===== src/rtl/carrier_pkg.sv =====
`default_nettype none
// ============================================================================
// Module      : carrier_pkg
// Description : Shared constants and types for the level-shifted carrier
//               generator and its prescaler.
// Revision    : 1.0 - initial release
// ============================================================================
package carrier_pkg;

    // Top of the unsigned triangle; the upper carrier peaks here
    localparam int CARRIER_MAX  = 32767;
    // Offset that stacks the lower carrier directly beneath the upper one
    localparam int LOWER_OFFSET = -32768;

    // Triangle slope direction
    typedef enum logic [0:0] {
        DIR_DOWN = 1'b0,
        DIR_UP   = 1'b1
    } dir_e;

endpackage
`default_nettype wire


===== src/rtl/tick_prescaler.sv =====
`default_nettype none
// ============================================================================
// Module      : tick_prescaler
// Description : Divides the system clock down to triangle step ticks. A tick
//               fires when the counter reaches div_sh, then the counter wraps
//               to zero, giving one tick every div_sh+1 enabled cycles. The
//               counter is held at zero while disabled and cleared by a phase
//               reset so the next step is a full interval away.
// Revision    : 1.0 - initial release
// ============================================================================
module tick_prescaler #(
    parameter int DIV_WIDTH = 16
) (
    input  logic                 clk,
    input  logic                 rst,
    input  logic                 enable,
    input  logic                 clear,
    input  logic [DIV_WIDTH-1:0] div_sh,
    output logic                 tick
);

    logic [DIV_WIDTH-1:0] r_pcnt;
    logic                 w_wrap;

    assign w_wrap = (r_pcnt == div_sh);
    assign tick   = enable & w_wrap;

    // Prescale counter: 0..div_sh, cleared when idle or on phase reset
    always_ff @(posedge clk) begin
        if (rst || !enable || clear) begin
            r_pcnt <= '0;
        end else if (w_wrap) begin
            r_pcnt <= '0;
        end else begin
            r_pcnt <= r_pcnt + 1'b1;
        end
    end

endmodule
`default_nettype wire


===== src/rtl/carrier_gen_ls.sv =====
`default_nettype none
// ============================================================================
// Module      : carrier_gen_ls
// Description : Level-shifted triangular carrier pair for a 5-level cascaded
//               H-bridge modulator. carrier1 spans 0..32767 and carrier2 is
//               the same triangle shifted down by 32768. Divider and step are
//               shadowed and only change at a valley, on a phase reset, or
//               while idle, so updates never distort a running period.
// Revision    : 1.0 - initial release
// ============================================================================
module carrier_gen_ls
    import carrier_pkg::*;
#(
    parameter int DATA_WIDTH = 16,
    parameter int DIV_WIDTH  = 16
) (
    input  logic                         clk,
    input  logic                         rst,
    input  logic                         enable,
    input  logic [DIV_WIDTH-1:0]         div,
    input  logic [DATA_WIDTH-1:0]        step,
    input  logic                         sync_in,
    output logic signed [DATA_WIDTH-1:0] carrier1,
    output logic signed [DATA_WIDTH-1:0] carrier2,
    output logic                         dir_up,
    output logic                         sync_valley,
    output logic                         sync_peak
);

    // Triangle is one bit narrower than the signed carrier
    localparam int                  c_TRI_W   = DATA_WIDTH - 1;
    localparam logic [c_TRI_W-1:0]  c_TRI_MAX = c_TRI_W'(CARRIER_MAX);

    // Registered state
    logic [c_TRI_W-1:0]    r_tri;
    dir_e                  r_dir;
    logic                  r_valley;
    logic                  r_peak;
    logic [DIV_WIDTH-1:0]  r_div_sh;
    logic [DATA_WIDTH-1:0] r_step_sh;

    // Next-state
    logic [c_TRI_W-1:0]    w_tri_nxt;
    dir_e                  w_dir_nxt;
    logic                  w_valley_nxt;
    logic                  w_peak_nxt;
    logic                  w_reload;

    // Datapath helpers
    logic                  w_tick;
    logic [DATA_WIDTH-1:0] w_step_load;
    logic [DATA_WIDTH:0]   w_sum;
    logic [c_TRI_W-1:0]    w_diff;
    logic                  w_at_valley;

    // A zero step would stall the triangle, so it is loaded as one
    assign w_step_load = (step == '0) ? DATA_WIDTH'(1) : step;

    // Wide sum so steps larger than the remaining headroom cannot wrap
    assign w_sum       = {2'b00, r_tri} + {1'b0, r_step_sh};
    assign w_at_valley = ({1'b0, r_tri} <= r_step_sh);
    // Only used when the step is smaller than tri, so truncation is safe
    assign w_diff      = r_tri - r_step_sh[c_TRI_W-1:0];

    tick_prescaler #(
        .DIV_WIDTH (DIV_WIDTH)
    ) u_tick_prescaler (
        .clk    (clk),
        .rst    (rst),
        .enable (enable),
        .clear  (sync_in),
        .div_sh (r_div_sh),
        .tick   (w_tick)
    );

    // Triangle next-state: idle, phase reset, then slope / turnaround
    always_comb begin
        w_tri_nxt    = r_tri;
        w_dir_nxt    = r_dir;
        w_valley_nxt = 1'b0;
        w_peak_nxt   = 1'b0;
        w_reload     = 1'b0;
        if (!enable) begin
            w_tri_nxt = '0;
            w_dir_nxt = DIR_UP;
            w_reload  = 1'b1;
        end else if (sync_in) begin
            w_tri_nxt    = '0;
            w_dir_nxt    = DIR_UP;
            w_valley_nxt = 1'b1;
            w_reload     = 1'b1;
        end else if (w_tick) begin
            if (r_dir == DIR_UP) begin
                if (w_sum >= {2'b00, c_TRI_MAX}) begin
                    w_tri_nxt  = c_TRI_MAX;
                    w_dir_nxt  = DIR_DOWN;
                    w_peak_nxt = 1'b1;
                end else begin
                    w_tri_nxt = w_sum[c_TRI_W-1:0];
                end
            end else begin
                if (w_at_valley) begin
                    w_tri_nxt    = '0;
                    w_dir_nxt    = DIR_UP;
                    w_valley_nxt = 1'b1;
                    w_reload     = 1'b1;
                end else begin
                    w_tri_nxt = w_diff;
                end
            end
        end
    end

    // State, strobe and shadow registers
    always_ff @(posedge clk) begin
        if (rst) begin
            r_tri     <= '0;
            r_dir     <= DIR_UP;
            r_valley  <= 1'b0;
            r_peak    <= 1'b0;
            r_div_sh  <= '0;
            r_step_sh <= DATA_WIDTH'(1);
        end else begin
            r_tri    <= w_tri_nxt;
            r_dir    <= w_dir_nxt;
            r_valley <= w_valley_nxt;
            r_peak   <= w_peak_nxt;
            if (w_reload) begin
                r_div_sh  <= div;
                r_step_sh <= w_step_load;
            end
        end
    end

    assign carrier1    = {1'b0, r_tri};
    assign carrier2    = $signed({1'b0, r_tri}) + DATA_WIDTH'(LOWER_OFFSET);
    assign dir_up      = (r_dir == DIR_UP);
    assign sync_valley = r_valley;
    assign sync_peak   = r_peak;

endmodule
`default_nettype wire


===== config.mk =====
export PLATFORM = sky130hd
export DESIGN_NAME = carrier_gen_ls
export DESIGN_NICKNAME = d
export VERILOG_FILES = /design/src/rtl/carrier_pkg.sv /design/src/rtl/tick_prescaler.sv /design/src/rtl/carrier_gen_ls.sv
export SDC_FILE = /design/constraint.sdc
export NUM_CORES = 1
export LEC_CHECK = 0
export ABC_AREA = 1
export CAP_MARGIN = 5
export CORE_MARGIN = 1
export CORE_UTILIZATION = 45
export CTS_CLUSTER_DIAMETER = 60
export DETAILED_ROUTE_END_ITERATION = 12
export GPL_ROUTABILITY_DRIVEN = 0
export PLACE_DENSITY = 0.69
export RECOVER_POWER = 25
export SYNTH_ARGS = -nofsm -noshare
export SYNTH_HDL_FRONTEND = slang
export SYNTH_SLANG_ARGS = --single-unit

===== constraint.sdc =====
create_clock -name clk -period 2.4 [get_ports clk]
set_input_delay 0.48 -clock clk [delete_from_list [all_inputs] [get_ports clk]]
set_output_delay 0.48 -clock clk [all_outputs]
set_load 0.02 [all_outputs]

---- Yosys cells after proc, flatten, opt, wreduce, memory -nomap -nowiden ----
Index checks and enable logic that the tools add are counted.
storage, ports and cells
  bits in registers ....................... 66
  input port bits ......................... 36
  output and inout bits ................... 35
  word-level logic and storage cells ...... 38
cells by class
  add/sub/neg operators ................... 4
  order comparisons ....................... 2
  equality and inequality tests ........... 1
  mux-type cells .......................... 12
  bitwise logic cells ..................... 4
  reduce and logical (&&, ||, !) cells .... 8
operators with widths
  kind                      number
  $mux W15                  3
  $add A15 B16 Y17          1
  $ge A17 B15 Y1 const B    1
  $add A16 B1 Y16 const B   1
  $add A16 B16 Y16 const B  1
  $eq A16 B16 Y1            1
  $le A15 B16 Y1            1
  $logic_not A16 Y1         1
  $mux W16                  1
  $sub A15 B15 Y15          1
  $mux W1                   8
  $reduce_or A5 Y1          1
  $reduce_or A2 Y1          2
  $not A1 Y1                3
  $reduce_or A3 Y1          1
  $logic_or A1 B1 Y1        2
  $and A1 B1 Y1             1
  $logic_not A1 Y1          1

---- Longest topological paths before layout ----
  depth in word-level cells ............... 6
  mapped depth ............................ 19
  mapped depth without buffers ............ 17

---- By module ----
A second synthesis with hierarchy kept.
unflattened totals
  cells, all modules ...................... 815
  area, all modules ....................... 5,172.5 µm²
by module, submodules not included
  module          instances  cells an instance  area an instance (µm²)  seq. area each (µm²)
  carrier_gen_ls  1          635                4,093.9                 1,001.0
  tick_prescaler  1          180                1,078.5                 320.3

---- Worst setup path after synthesis ----
Ideal clock, no wire load.
  kind .................................... register to register
  from .................................... register r_tri[0]
  to ...................................... register r_step_sh[0]
  library setup time ...................... 0.118 ns
  data arrival time ....................... 2.190 ns
  required time ........................... 2.282 ns
  path slack .............................. 0.092 ns
  cell stages (with the launch flop) ...... 17
  buffers on the path ..................... 1
  period minus slack after synthesis ...... 2.308 ns
  path through ............................ dfxtp_1 inv_1 ha_1 inv_1 fa_1 nand3_1 nand2_1 nand2_1 nand3_2 nand2_2 a21oi_4 nor2_4 nand2_4 nand3_4 buf_6 a21oi_2 o21ai_1
between the ends
  word-level cells in the longest chain between the ends .. 6
ends and longest elaborated chain
  what                    line                   source
  from (decl)             carrier_gen_ls.sv:35   logic [c_TRI_W-1:0] r_tri;
  from (signal assigned)  carrier_gen_ls.sv:124  r_tri <= w_tri_nxt;
  $le A15 B16 Y1          carrier_gen_ls.sv:61   assign w_at_valley = ({1'b0, r_tri} <= r_step_sh);
  $mux W1                 carrier_gen_ls.sv:102  if (w_at_valley) begin
  $mux W1                 carrier_gen_ls.sv:93   if (r_dir == DIR_UP) begin
  $mux W1                 carrier_gen_ls.sv:92   end else if (w_tick) begin
  $mux W1                 carrier_gen_ls.sv:87   end else if (sync_in) begin
  $mux W1                 carrier_gen_ls.sv:83   if (!enable) begin
  to (signal assigned)    carrier_gen_ls.sv:130  r_step_sh <= w_step_load;
  to (decl)               carrier_gen_ls.sv:40   logic [DATA_WIDTH-1:0] r_step_sh;
No other way between the ends.
A chain may end at the register's enable or synchronous reset.

---- Final worst setup path ----
  from .................................... register r_tri[0]
  to ...................................... register r_dir, in the netlist dir_up
between the ends
  word-level cells in the longest chain between the ends .. 4
  elaborated cells on any way between the ends .. 6
  those cells by class .................... add/sub: 1; order compare: 2; mux: 3
ends and longest elaborated chain
  what                  line                   source
  $add A15 B16 Y17      carrier_gen_ls.sv:60   assign w_sum = {2'b00, r_tri} + {1'b0, r_step_sh};
  $ge A17 B15 Y1        carrier_gen_ls.sv:94   if (w_sum >= {2'b00, c_TRI_MAX}) begin
  $mux W1               carrier_gen_ls.sv:94
  $mux W1 *             carrier_gen_ls.sv:93
  to (signal assigned)  carrier_gen_ls.sv:125  r_dir <= w_dir_nxt;
  to (decl)             carrier_gen_ls.sv:36   dir_e r_dir;
Every way passes the cells marked *; elsewhere a longest branch is shown, timed or not.

==> flow_summary.yaml <==
clock_network:
  cts_root_buffer: "clkbuf_8"
  cts.path.max_buffers: 2
  clkTransAtPathRegs_ns: 0.07
  cts-buffers-inserted: 9
  clock-sinks: 66
  postCtsHoldBufs: 0
  clock_latency_ns: 0.35
  cts_tree: "done"
  htree_num_levels: 3
worst_setup_path:
  startpoint: "r_tri[0]"
  end_kind: "flip-flop"
  cp-start-kind: "flip-flop"
  cp.required_ns: 2.64
  critPathArrivalTime_ns: 2.66
  rr_endpoint: "dir_up"
  reg2reg_setup_slack_ns: -0.02
  worstSetupPathType: "reg2reg"
  r2r.worst_path.cells: 16
  path_max_fanout: 7
  r2r-start: "r_tri[0]"
die:
  die_y_um: 106.7
  dieWidth_um: 106.7
  dieArea_um2: 11380
  fp.coreArea_um2: 10460
  ioPinCount: 71
  rows: 37
  start_util: 0.4713
detailed_routing:
  vias_per_cell: 5.287
  drt_iter0_drc: 370
  totalWireLength_um: 15400
  wl_per_cell_um: 15.19
  vias: 5361
  drc_errors: 0
  ant_nets: 0
  drtPass1Iterations: 5
timing:
  fin_setup_tns_ns: -0.01987
  holdWs_ns: 0.4931
  clock_skew_ns: 0.01236
  slew_viol_final: 0
  timing.fmax_mhz: 413.2
  worst_slack_ns: -0.01987
  hold_violations: 0
  rsz0062_at_grt: "true"
  worst_pin_slew_ns: 0.6703
  period_minus_slack_ns: 2.420
  final.period_utilization: 1.008
  setup_violations: 1
  relSlewSlack: 0.5526
global_route:
  grt_pass1_vias: 5023
  grt_max_degree: 23
  grt_antenna_before_repair: 0
  gr-usage-all-layers: 0.2503
  grt_first_pass_wirelength_um: 22540
  grt.overflow.total: 0
final_layout:
  antennaDiodeCount: 0
  stdcell_count: 1014
  multiInputGateArea_um2: 3272
  fin_area_um2: 6889
  final_common_cell: "nand2_1"
  fill_cells: 918
  area_delta_synth_final_pct: 39.71
  fin_nets: 942
  final_cell_mix: "nand2_1 (148), inv_1 (112), a21oi_1 (71)"
  ff_latch_area_um2: 1338
  drive_gt1_frac: 0.2392
hold_path:
  worstHoldStart: "r_step_sh[0]"
  min_to: "r_step_sh[0]"
  whs_path_depth: 2
  holdCritPathClass: "reg2reg"
synthesis:
  ys_seq_area_frac: 0.2680
  synth_flop_cell: "dfxtp_1"
  synthCells: 751
  synth_edf_count: 0
  ys_warn_count: 0
  synthArstFlopShare: 0
  ys_ff_latch: 66
  synth_cell_types: 44
  synth_nets: 820
  synthesis.area_um2: 4931
  avgSynthCellArea_um2: 6.566
pwr:
  power.total_mw: 2.648
  p_leak_nw: 3.232
  power.density_nw_per_um2: 384.3
  irDropWorstVdd_v: 0.0004772
placement:
  hpwl_um: 10920
  placed_cells: 968
  post_dp_cell_area_um2: 5951
  io_buffers: 68
job:
  drv_cap: 0
run_status:
  violations: "setup timing"
  status: "finished with violations"
[repair_timing]
item | 4_1_cts | 5_1_grt
endpoints found under the setup margin | 14 | 49
pin swaps | 0 | 23
hold endpoints to repair | 0 | 0
setup buffers | 0 | 21
cloned | 0 | 9
resized for setup | 6 | 121
[critical path, stage by stage, from the launching register on]
cell and delay [ns]:
dfxtp_4 0.37, ha_4 0.14, inv_2 0.04, fa_2 0.41, inv_2 0.09, nand2_4 0.06
nand3_4 0.08, nand3_2 0.09, nand2_2 0.11, nand3_2 0.06, o211ai_1 0.14, nor2_4 0.08
buf_12 0.15, buf_8 0.14, nand2_4 0.06, a21oi_1 0.05, or2_1 0.24
[routing by layer]
metal	track usage	wire, um	up-vias
li1	-	-	2633
met1	0.2970	6201	2480
met2	0.4424	7649	201
met3	0.04559	1043	47
met4	0.1018	503	0
met5	0	0	-
[power breakdown]
| group | internal (mW) | switching (mW) |
|---|---|---|
| logic | 0.297 | 0.324 |
| clock network | 0.402 | 0.458 |
| registers | 1.14 | 0.0292 |
[cells in the mapped netlist, types with 11 or more instances]
cell     count  area, um^2
a21oi_1     79       395.4
dfxtp_1     66        1321
ha_1        31       387.9
nor2_1      53       198.9
xor2_1      12       105.1
o21ai_1     32       160.2
nand3_1     38       190.2
nand2_1    165       619.3
o21ai_0     11       55.05
buf_4       18       135.1
xnor2_1     19       166.4
nand4_1     26       162.7
inv_1      121       454.2
[stage by stage]
| step | worst slack (ns) | util |
|---|---|---|
| floorplan | 0.09191 | - |
| detailed placement | -0.08071 | 0.5688 |
| global placement | -0.01660 | 0.5688 |
| finish | -0.01987 | 0.6585 |
| CTS | 0.006539 | 0.5872 |
| global route | -0.1296 | 0.6585 |
[worst max-delay path by stage]
stage | to | slack (ns) | cells past startpoint
finish | dir_up | -0.02 | 16
global route | r_tri[1] | -0.13 | 17
CTS | dir_up | 0.007 | 16
detailed placement | dir_up | -0.08 | 15
global placement | dir_up | -0.02 | 15
floorplan | r_step_sh[0] | 0.09 | 16
[kinds of logic after synthesis]
family | share of synthesized area
adder cells (fa/ha/maj) | 0.08678
AO/OA/AOI/OAI | 0.1495
flip-flops | 0.2680
XOR/XNOR | 0.05506
buffers and inverters | 0.1507
AND/OR/NAND/NOR | 0.2885
other | 0.001523
[layout make-up]
class / count / share of cell area
Clock inverter: 6 / 0.006175
Multi-Input combinational cell: 521 / 0.4749
Clock buffer: 10 / 0.01998
Tap cell: 136 / 0.02470
Inverter: 123 / 0.06774
Timing Repair Buffer: 152 / 0.2123
Sequential cell: 66 / 0.1942
[state kept, by name, indices dropped and copies added, names as in the netlist]
signal and flops:
dir_up 1, r_div_sh 16, r_step_sh 16, r_tri 15
sync_peak 1, sync_valley 1, u_tick_prescaler.r_pcnt 16
Power figures use the tool's default switching activity.
